### config.mk
export PLATFORM = sky130hd
export DESIGN_NAME = fifo_burst_reader
export DESIGN_NICKNAME = d
export VERILOG_FILES = /design/src/rtl/fifo_burst_reader.sv
export SDC_FILE = /design/constraint.sdc
export NUM_CORES = 1
export LEC_CHECK = 0
export BUFFER_PORTS_ARGS = -buffer_cell sky130_fd_sc_hd__clkbuf_2
export CAP_MARGIN = 15
export CORE_AREA = 2 2 134 103
export DETAILED_ROUTE_END_ITERATION = 10
export DIE_AREA = 0 0 136 105
export PLACE_DENSITY = 0.44
export SLEW_MARGIN = 20
export SYNTH_ARGS = -nofsm -noshare
export SYNTH_HDL_FRONTEND = slang
export SYNTH_SLANG_ARGS = --single-unit
export TNS_END_PERCENT = 20
### constraint.sdc
create_clock -name clk -period 7.4 [get_ports clk]
set_clock_uncertainty 0.1 [all_clocks]
set_input_delay 1.48 -clock clk [delete_from_list [all_inputs] [get_ports clk]]
set_output_delay 1.48 -clock clk [all_outputs]
set_load 0.02 [all_outputs]
### src/rtl/fifo_burst_reader.sv
// Burst reader: drains an upstream FIFO in bursts of up to BURST_LEN beats onto a
// valid/ready stream, using a 2-entry buffer to absorb the FIFO's one-cycle read latency.
module fifo_burst_reader #(
    parameter int DATA_W    = 16,
    parameter int CNT_W     = 7,
    parameter int BURST_LEN = 8
) (
    input  logic              clk,
    input  logic              rst,
    input  logic              fifo_empty,
    input  logic [CNT_W-1:0]  fifo_count,
    input  logic [DATA_W-1:0] fifo_data,
    output logic              fifo_rd_en,
    input  logic              flush,
    output logic              m_valid,
    input  logic              m_ready,
    output logic [DATA_W-1:0] m_data,
    output logic              m_last,
    output logic              busy,
    output logic [15:0]       burst_done_cnt
);

    typedef enum logic {IDLE = 1'b0, BURST = 1'b1} state_t;

    localparam logic [6:0]  LEN_MAX   = 7'(BURST_LEN);
    localparam logic [31:0] LEN_MAX32 = 32'(BURST_LEN);

    state_t            state_q, state_d;
    logic [6:0]        len_q, len_d;
    logic [6:0]        issued_q, issued_d;
    logic [6:0]        beat_q, beat_d;
    logic              inflight_q, inflight_d;
    logic [1:0]        occ_q, occ_d;
    logic [DATA_W-1:0] buf0_q, buf0_d;
    logic [DATA_W-1:0] buf1_q, buf1_d;
    logic [15:0]       done_cnt_q, done_cnt_d;

    logic [31:0] count_ext;
    logic [2:0]  pending;
    logic        valid;
    logic        pop;
    logic        last;
    logic        rd;

    assign count_ext = 32'(fifo_count);

    always_comb begin
        state_d    = state_q;
        len_d      = len_q;
        issued_d   = issued_q;
        beat_d     = beat_q;
        inflight_d = 1'b0;
        occ_d      = occ_q;
        buf0_d     = buf0_q;
        buf1_d     = buf1_q;
        done_cnt_d = done_cnt_q;

        valid = !rst && (occ_q != 2'd0);
        pop   = valid && m_ready;
        last  = valid && (beat_q == len_q - 7'd1);

        // Words already buffered or on their way, after this cycle's pop, must leave room for one more.
        pending = 3'(occ_q) + 3'(inflight_q) - 3'(pop);
        rd      = !rst && (state_q == BURST) && !fifo_empty
                  && (issued_q < len_q) && (pending <= 3'd1);

        inflight_d = rd;
        if (rd)  issued_d = issued_q + 7'd1;
        if (pop) beat_d   = beat_q + 7'd1;

        unique case ({inflight_q, pop})
            2'b10: begin
                if (occ_q == 2'd0) buf0_d = fifo_data;
                else               buf1_d = fifo_data;
                occ_d = occ_q + 2'd1;
            end
            2'b01: begin
                buf0_d = buf1_q;
                occ_d  = occ_q - 2'd1;
            end
            2'b11: begin
                if (occ_q == 2'd2) begin
                    buf0_d = buf1_q;
                    buf1_d = fifo_data;
                end else begin
                    buf0_d = fifo_data;
                end
            end
            default: ;
        endcase

        unique case (state_q)
            IDLE: begin
                if (count_ext >= LEN_MAX32) begin
                    state_d = BURST;
                    len_d   = LEN_MAX;
                end else if (flush && !fifo_empty) begin
                    // count is below BURST_LEN here, so it fits in 7 bits; never start a zero-length burst
                    state_d = BURST;
                    len_d   = (count_ext == 32'd0) ? 7'd1 : count_ext[6:0];
                end
            end
            BURST: begin
                if (pop && last) begin
                    state_d    = IDLE;
                    done_cnt_d = done_cnt_q + 16'd1;
                    issued_d   = 7'd0;
                    beat_d     = 7'd0;
                end
            end
            default: state_d = IDLE;
        endcase
    end

    always_ff @(posedge clk) begin
        if (rst) begin
            state_q    <= IDLE;
            len_q      <= 7'd0;
            issued_q   <= 7'd0;
            beat_q     <= 7'd0;
            inflight_q <= 1'b0;
            occ_q      <= 2'd0;
            done_cnt_q <= 16'd0;
        end else begin
            state_q    <= state_d;
            len_q      <= len_d;
            issued_q   <= issued_d;
            beat_q     <= beat_d;
            inflight_q <= inflight_d;
            occ_q      <= occ_d;
            done_cnt_q <= done_cnt_d;
        end
    end

    // Buffer contents are qualified by occupancy, so they carry no reset.
    always_ff @(posedge clk) begin
        buf0_q <= buf0_d;
        buf1_q <= buf1_d;
    end

    assign fifo_rd_en     = rd;
    assign m_valid        = valid;
    assign m_data         = valid ? buf0_q : '0;
    assign m_last         = last;
    assign busy           = !rst && (state_q == BURST);
    assign burst_done_cnt = rst ? 16'd0 : done_cnt_q;

endmodule

======== Word level (Yosys, flattened, before mapping) ========
Cells that the tools add are included.
storage, ports and cells
  bits in registers ....................... 73
  input port bits ......................... 28
  output and inout port bits .............. 36
  word-level logic and storage cells ...... 73
operators by class
  add/subtract/negate cells ............... 8
  $lt $le $gt $ge ......................... 3
  equality and inequality tests ........... 8
  mux-type cells .......................... 22
  bitwise logic cells ..................... 1
  reduce and logical (&&, ||, !) cells .... 22
operator list
  cell                                                  number
  2-to-1 mux 16 bit                                     6
  2-to-1 mux 7 bit                                      9
  one-hot mux 16 bit (3 select lines)                   1
  zero test 32 bit                                      1
  one-hot mux 16 bit (2 select lines)                   1
  adder 16 x 1 -> 16 bit (second input constant)        1
  adder 7 x 1 -> 7 bit (second input constant)          2
  logical AND 1 bit                                     9
  nonzero test 2 bit                                    4
  equality test 7 bit                                   1
  >= comparator 7 x 4 -> 1 bit (second input constant)  1
  < comparator 7 bit                                    1
  subtractor 7 x 1 -> 7 bit (second input constant)     1
  equality test 2 bit (second input constant)           3
  != test 2 bit (second input constant)                 3
  AND reduction 2 bit                                   3
  one-hot mux 2 bit (2 select lines)                    1
  adder 2 x 1 -> 3 bit                                  1
  <= comparator 3 x 1 -> 1 bit (second input constant)  1
  2-to-1 mux 1 bit                                      3
  AND reduction 3 bit                                   1
  nonzero test 3 bit                                    1
  subtractor 3 x 1 -> 3 bit                             1
  adder 2 x 1 -> 2 bit (second input constant)          1
  other kinds (6)                                       7

======== Depth between registers and ports, before layout ========
  word-level depth ........................ 9
  depth in mapped cells ................... 12
  mapped depth without buffers ............ 11

======== Worst setup path before layout ========
OpenSTA, ideal clock, no wires.
  path type ............................... input port to output port
  from .................................... input rst
  to ...................................... output fifo_rd_en
  arrival ................................. 3.780 ns
  required time ........................... 5.820 ns
  path slack .............................. 2.040 ns
  stages on the path ...................... 9
  path buffers ............................ 1
  path through ............................ clkbuf_1 nor2_1 xnor2_1 ha_1 inv_1 fa_1 nor4bb_1 nand4_1 a21oi_1
between the ends
  longest elaborated chain between the ends .. 6
  elaborated cells between the ends (all ways) .. 9
  classes of those cells .................. add/sub: 1; order compare: 1; reduce/logical: 7
ends and longest elaborated chain
  what                          RTL line  RTL
  start: declaration            9         input logic rst,
  zero test 1 bit *             58, 64
  logical AND 1 bit             58        valid = !rst && (occ_q != 2'd0);
  logical AND 1 bit             59        pop = valid && m_ready;
  subtractor 3 x 1 -> 3 bit     63        pending = 3'(occ_q) + 3'(inflight_q) - 3'(pop);
  <= comparator 3 x 1 -> 1 bit  65        && (issued_q < len_q) && (pending <= 3'd1);
  logical AND 1 bit *           65
  end: declaration              13        output logic fifo_rd_en,
Every way passes the cells marked *; elsewhere a longest branch is shown, timed or not.

======== Worst setup path in the final report ========
  from .................................... input m_ready
  to ...................................... output fifo_rd_en
between the ends
  longest elaborated chain between the ends .. 4
ends and longest elaborated chain
  what                          RTL line  RTL
  start: declaration            16        input logic m_ready,
  logical AND 1 bit             59
  subtractor 3 x 1 -> 3 bit     63
  <= comparator 3 x 1 -> 1 bit  65
  logical AND 1 bit             65
Every way passes these cells.

==> impl_results.md <==
- Inserted Clock Buffers: 9
- Die Span Y: about 110 um
- Detailed Routing Iterations Pass 1: 4
- Clock group share of total power: 0.475
- Std-Cell Rows: 36
- Design area: 4560 um2
- CTS tree: yes
- Unrepaired setup endpoints after global routing: false
- FF+latch count, synth: between 70 and 80
- Crit path launch type: primary input
- DR vias/cell: 4.65
- HP Class: reg -> reg
- Max-slew violation count: 0
- Post-synthesis sequential area ratio: 0.468
- Yosys warnings: 0
- Grt total ovfl: 0
- Core area: between 10,000 and 15,000 um2
- R2r setup slk: 3700 ps
- Commonest non-fill, non-tap cell in the layout: clkbuf_2
- Sw power: approximately 0.2 mW
- Remaining antenna violation count after routing: 0
- Layout cells sized above 1: 0.301
- DP Area: 4270 um2
- Status: complete, no violations
- First-pass GRT wire length: about 14 mm
- Crit share post-route: 0.795
- Routability congestion estimate: 0.761
- Chip width: roughly 140 um
- Hpwl dp: ~5.9 mm
- Min cycle time layout: around 5900 ps
- Crit path capture type: primary output
- Avg Cell Area, Syn: 10.5 um2
- ANT cells: 0
- Port bufs: 63
- TNS Setup: 0 ps
- Syn nets: around 400
- Clock tree sinks: 73
- PwrDens: between 150 and 200 nW/um2
- Max-slew headroom: 0.337
- CTS root buf: clkbuf_16
- Peak VDD IR: around 0.00011 V
- Hold Buf Count CTS: 0
- Power share of the sequential group: 0.472
- Vias in the first global route: ~2,700
- CP max FO: 7
- Max_cap viols: 0
- H-Tree Depth: 3
- Sw frac: 0.223
- Req. time, crit path: 5820 ps
- Worst Tran Pin Value: 994 ps
- # IOs: 64
- Worst setup path class: in -> out
- Power share of the combinational group: 0.052
- Die footprint: roughly 14,000 um2
- Initial antenna violation count: 0
- Post-route DRC: 0
- Worst-path clk slew: roughly 50 ps
- WL final: around 8.3 mm
- Most frequent cells in the layout: clkbuf_2 (63), nor2_1 (43), dfxtp_1 (41)
- Crit path DAT: between 4000 and 5000 ps
- Largest net degree at the start of global routing: between 40 and 50
- Synth area leaders: edfxtp_1 (25%), dfxtp_1 (22%), mux2_2 (5.6%)
- 1st-iter DRT viols: around 120
- Synth area leader: edfxtp_1
- Count of cell types in the netlist: 53
- Final setup fails: 0
- GRT Overall Usage: 0.121
- Register area: between 1500 and 2000 um2
- Setup Fix Bufs, Post-CTS: 0
- LEAKAGE: around 1.7 nW
- FILL cells: ~1,400
- Bufs on Longest Clock Path: 2
- Cell internal pwr: 0.705 mW
- Nets: around 460
- Highest Clock Rate: around 170 MHz
- Worst-Skew Late Latency: 330 ps
- Final hold violation count: 0
- Post_cts resized: 0
- DR vias: roughly 2,800
- Synthesized area: 3810 um2
- Layout area overhead: 19.8%
- Multi-input gate area: about 1900 um2
- Initial core utilization: 0.296
- Synth Instances: between 300 and 400
- Share of the synthesized area in the top cell type: 0.252
- Average wire per standard cell: about 14 um
metrics by stage:
| stage | setup slack [ps] | power (mW) | std cells | hold WS (ps) | utilization |
|---|---|---|---|---|---|
| 5_1_grt | 1260 | 0.947 | 600 | 428 | 0.354 |
| 6_report | 1510 | 0.908 | 600 | 401 | 0.354 |
| 3_5_place_dp | 1540 | 0.486 | 584 | 392 | 0.331 |
| 3_3_place_gp | 1650 | 0.484 | 584 | 383 | 0.331 |
| 4_1_cts | 1520 | 0.923 | 600 | 398 | 0.354 |
| 2_1_floorplan | 2040 | 0.468 | 363 | 356 | - |
flip-flops by register name (all words and copies together) (netlist names):
register / flops
buf0_q: 16
buf1_q: 16
done_cnt_q: 16
beat_q: 7
issued_q: 7
len_q: 7
occ_q: 2
inflight_q: 1
state_q: 1
cell usage after synthesis (all sizes together):
master,instances
inv,14
a221oi,1
fa,1
nand3,12
o2111ai,2
o211ai,2
a31o,1
xnor2,14
or3,3
edfxtp,32
o21a,1
nor2b,19
ha,11
o21ba,2
and2,17
nor2,43
nor3b,1
nor3,16
mux2,30
mux2i,1
nor4,3
nand4,11
a2111oi,5
or4,2
buf,6
nand2,19
and4,2
o2111a,1
a211oi,2
o21ai,8
a21oi,13
dfxtp,41
nor4bb,1
and3,6
clkbuf,10
xor2,9
nand2b,1
layout make-up:
cell class / count / area share
clock buffers: 9 / 0.0493
clock inverters: 7 / 0.0154
inverters: 14 / 0.0115
multi-input cells: 260 / 0.413
flip-flops and latches: 73 / 0.390
well taps: 171 / 0.0469
repair buffers: 66 / 0.0740
final timing paths:
kind	endpoint	depth (start not counted)	from
setup / recovery	fifo_rd_en	11	m_ready
hold / removal	len_q[1]	2	len_q[1]
setup reg to reg	issued_q[6]	11	occ_q[1]
hold reg to reg	len_q[1]	2	len_q[1]
kinds of logic after synthesis:
| family | Yosys count | synth area share |
|---|---|---|
| xor+xnor | 23 | 0.0529 |
| mux | 31 | 0.100 |
| flops | 73 | 0.468 |
| compound gates | 38 | 0.0745 |
| simple gates | 156 | 0.224 |
| buf+inv | 30 | 0.0397 |
| fa+ha+maj | 12 | 0.0414 |
layer usage:
metal  GRT usage  vias up  part of all wire
met1       0.170     1328              0.52
met2       0.177       47              0.42
met3      0.0359        5             0.044
met5           0        -                 0
met4      0.0379        0            0.0090
li1            -     1411                 -
power groups by stage:
stage / Clock, mW / Combinational [mW] / Sequential, mW
finish: 0.432 / 0.0474 / 0.429
global route: 0.464 / 0.0531 / 0.429
CTS: 0.446 / 0.0482 / 0.429
detailed placement: 0 / 0.0480 / 0.438
global placement: 0 / 0.0470 / 0.437
floorplan: 0 / 0.0324 / 0.436
critical path, cell delays in order:
cell,delay (ps)
clkbuf_2,140
o21ai_0,140
nor2_1,340
xnor2_1,220
ha_1,190
inv_1,50
fa_1,470
nor4bb_1,350
nand4_1,330
a21oi_1,370
clkbuf_2,230
Power figures use the tool's default switching activity.
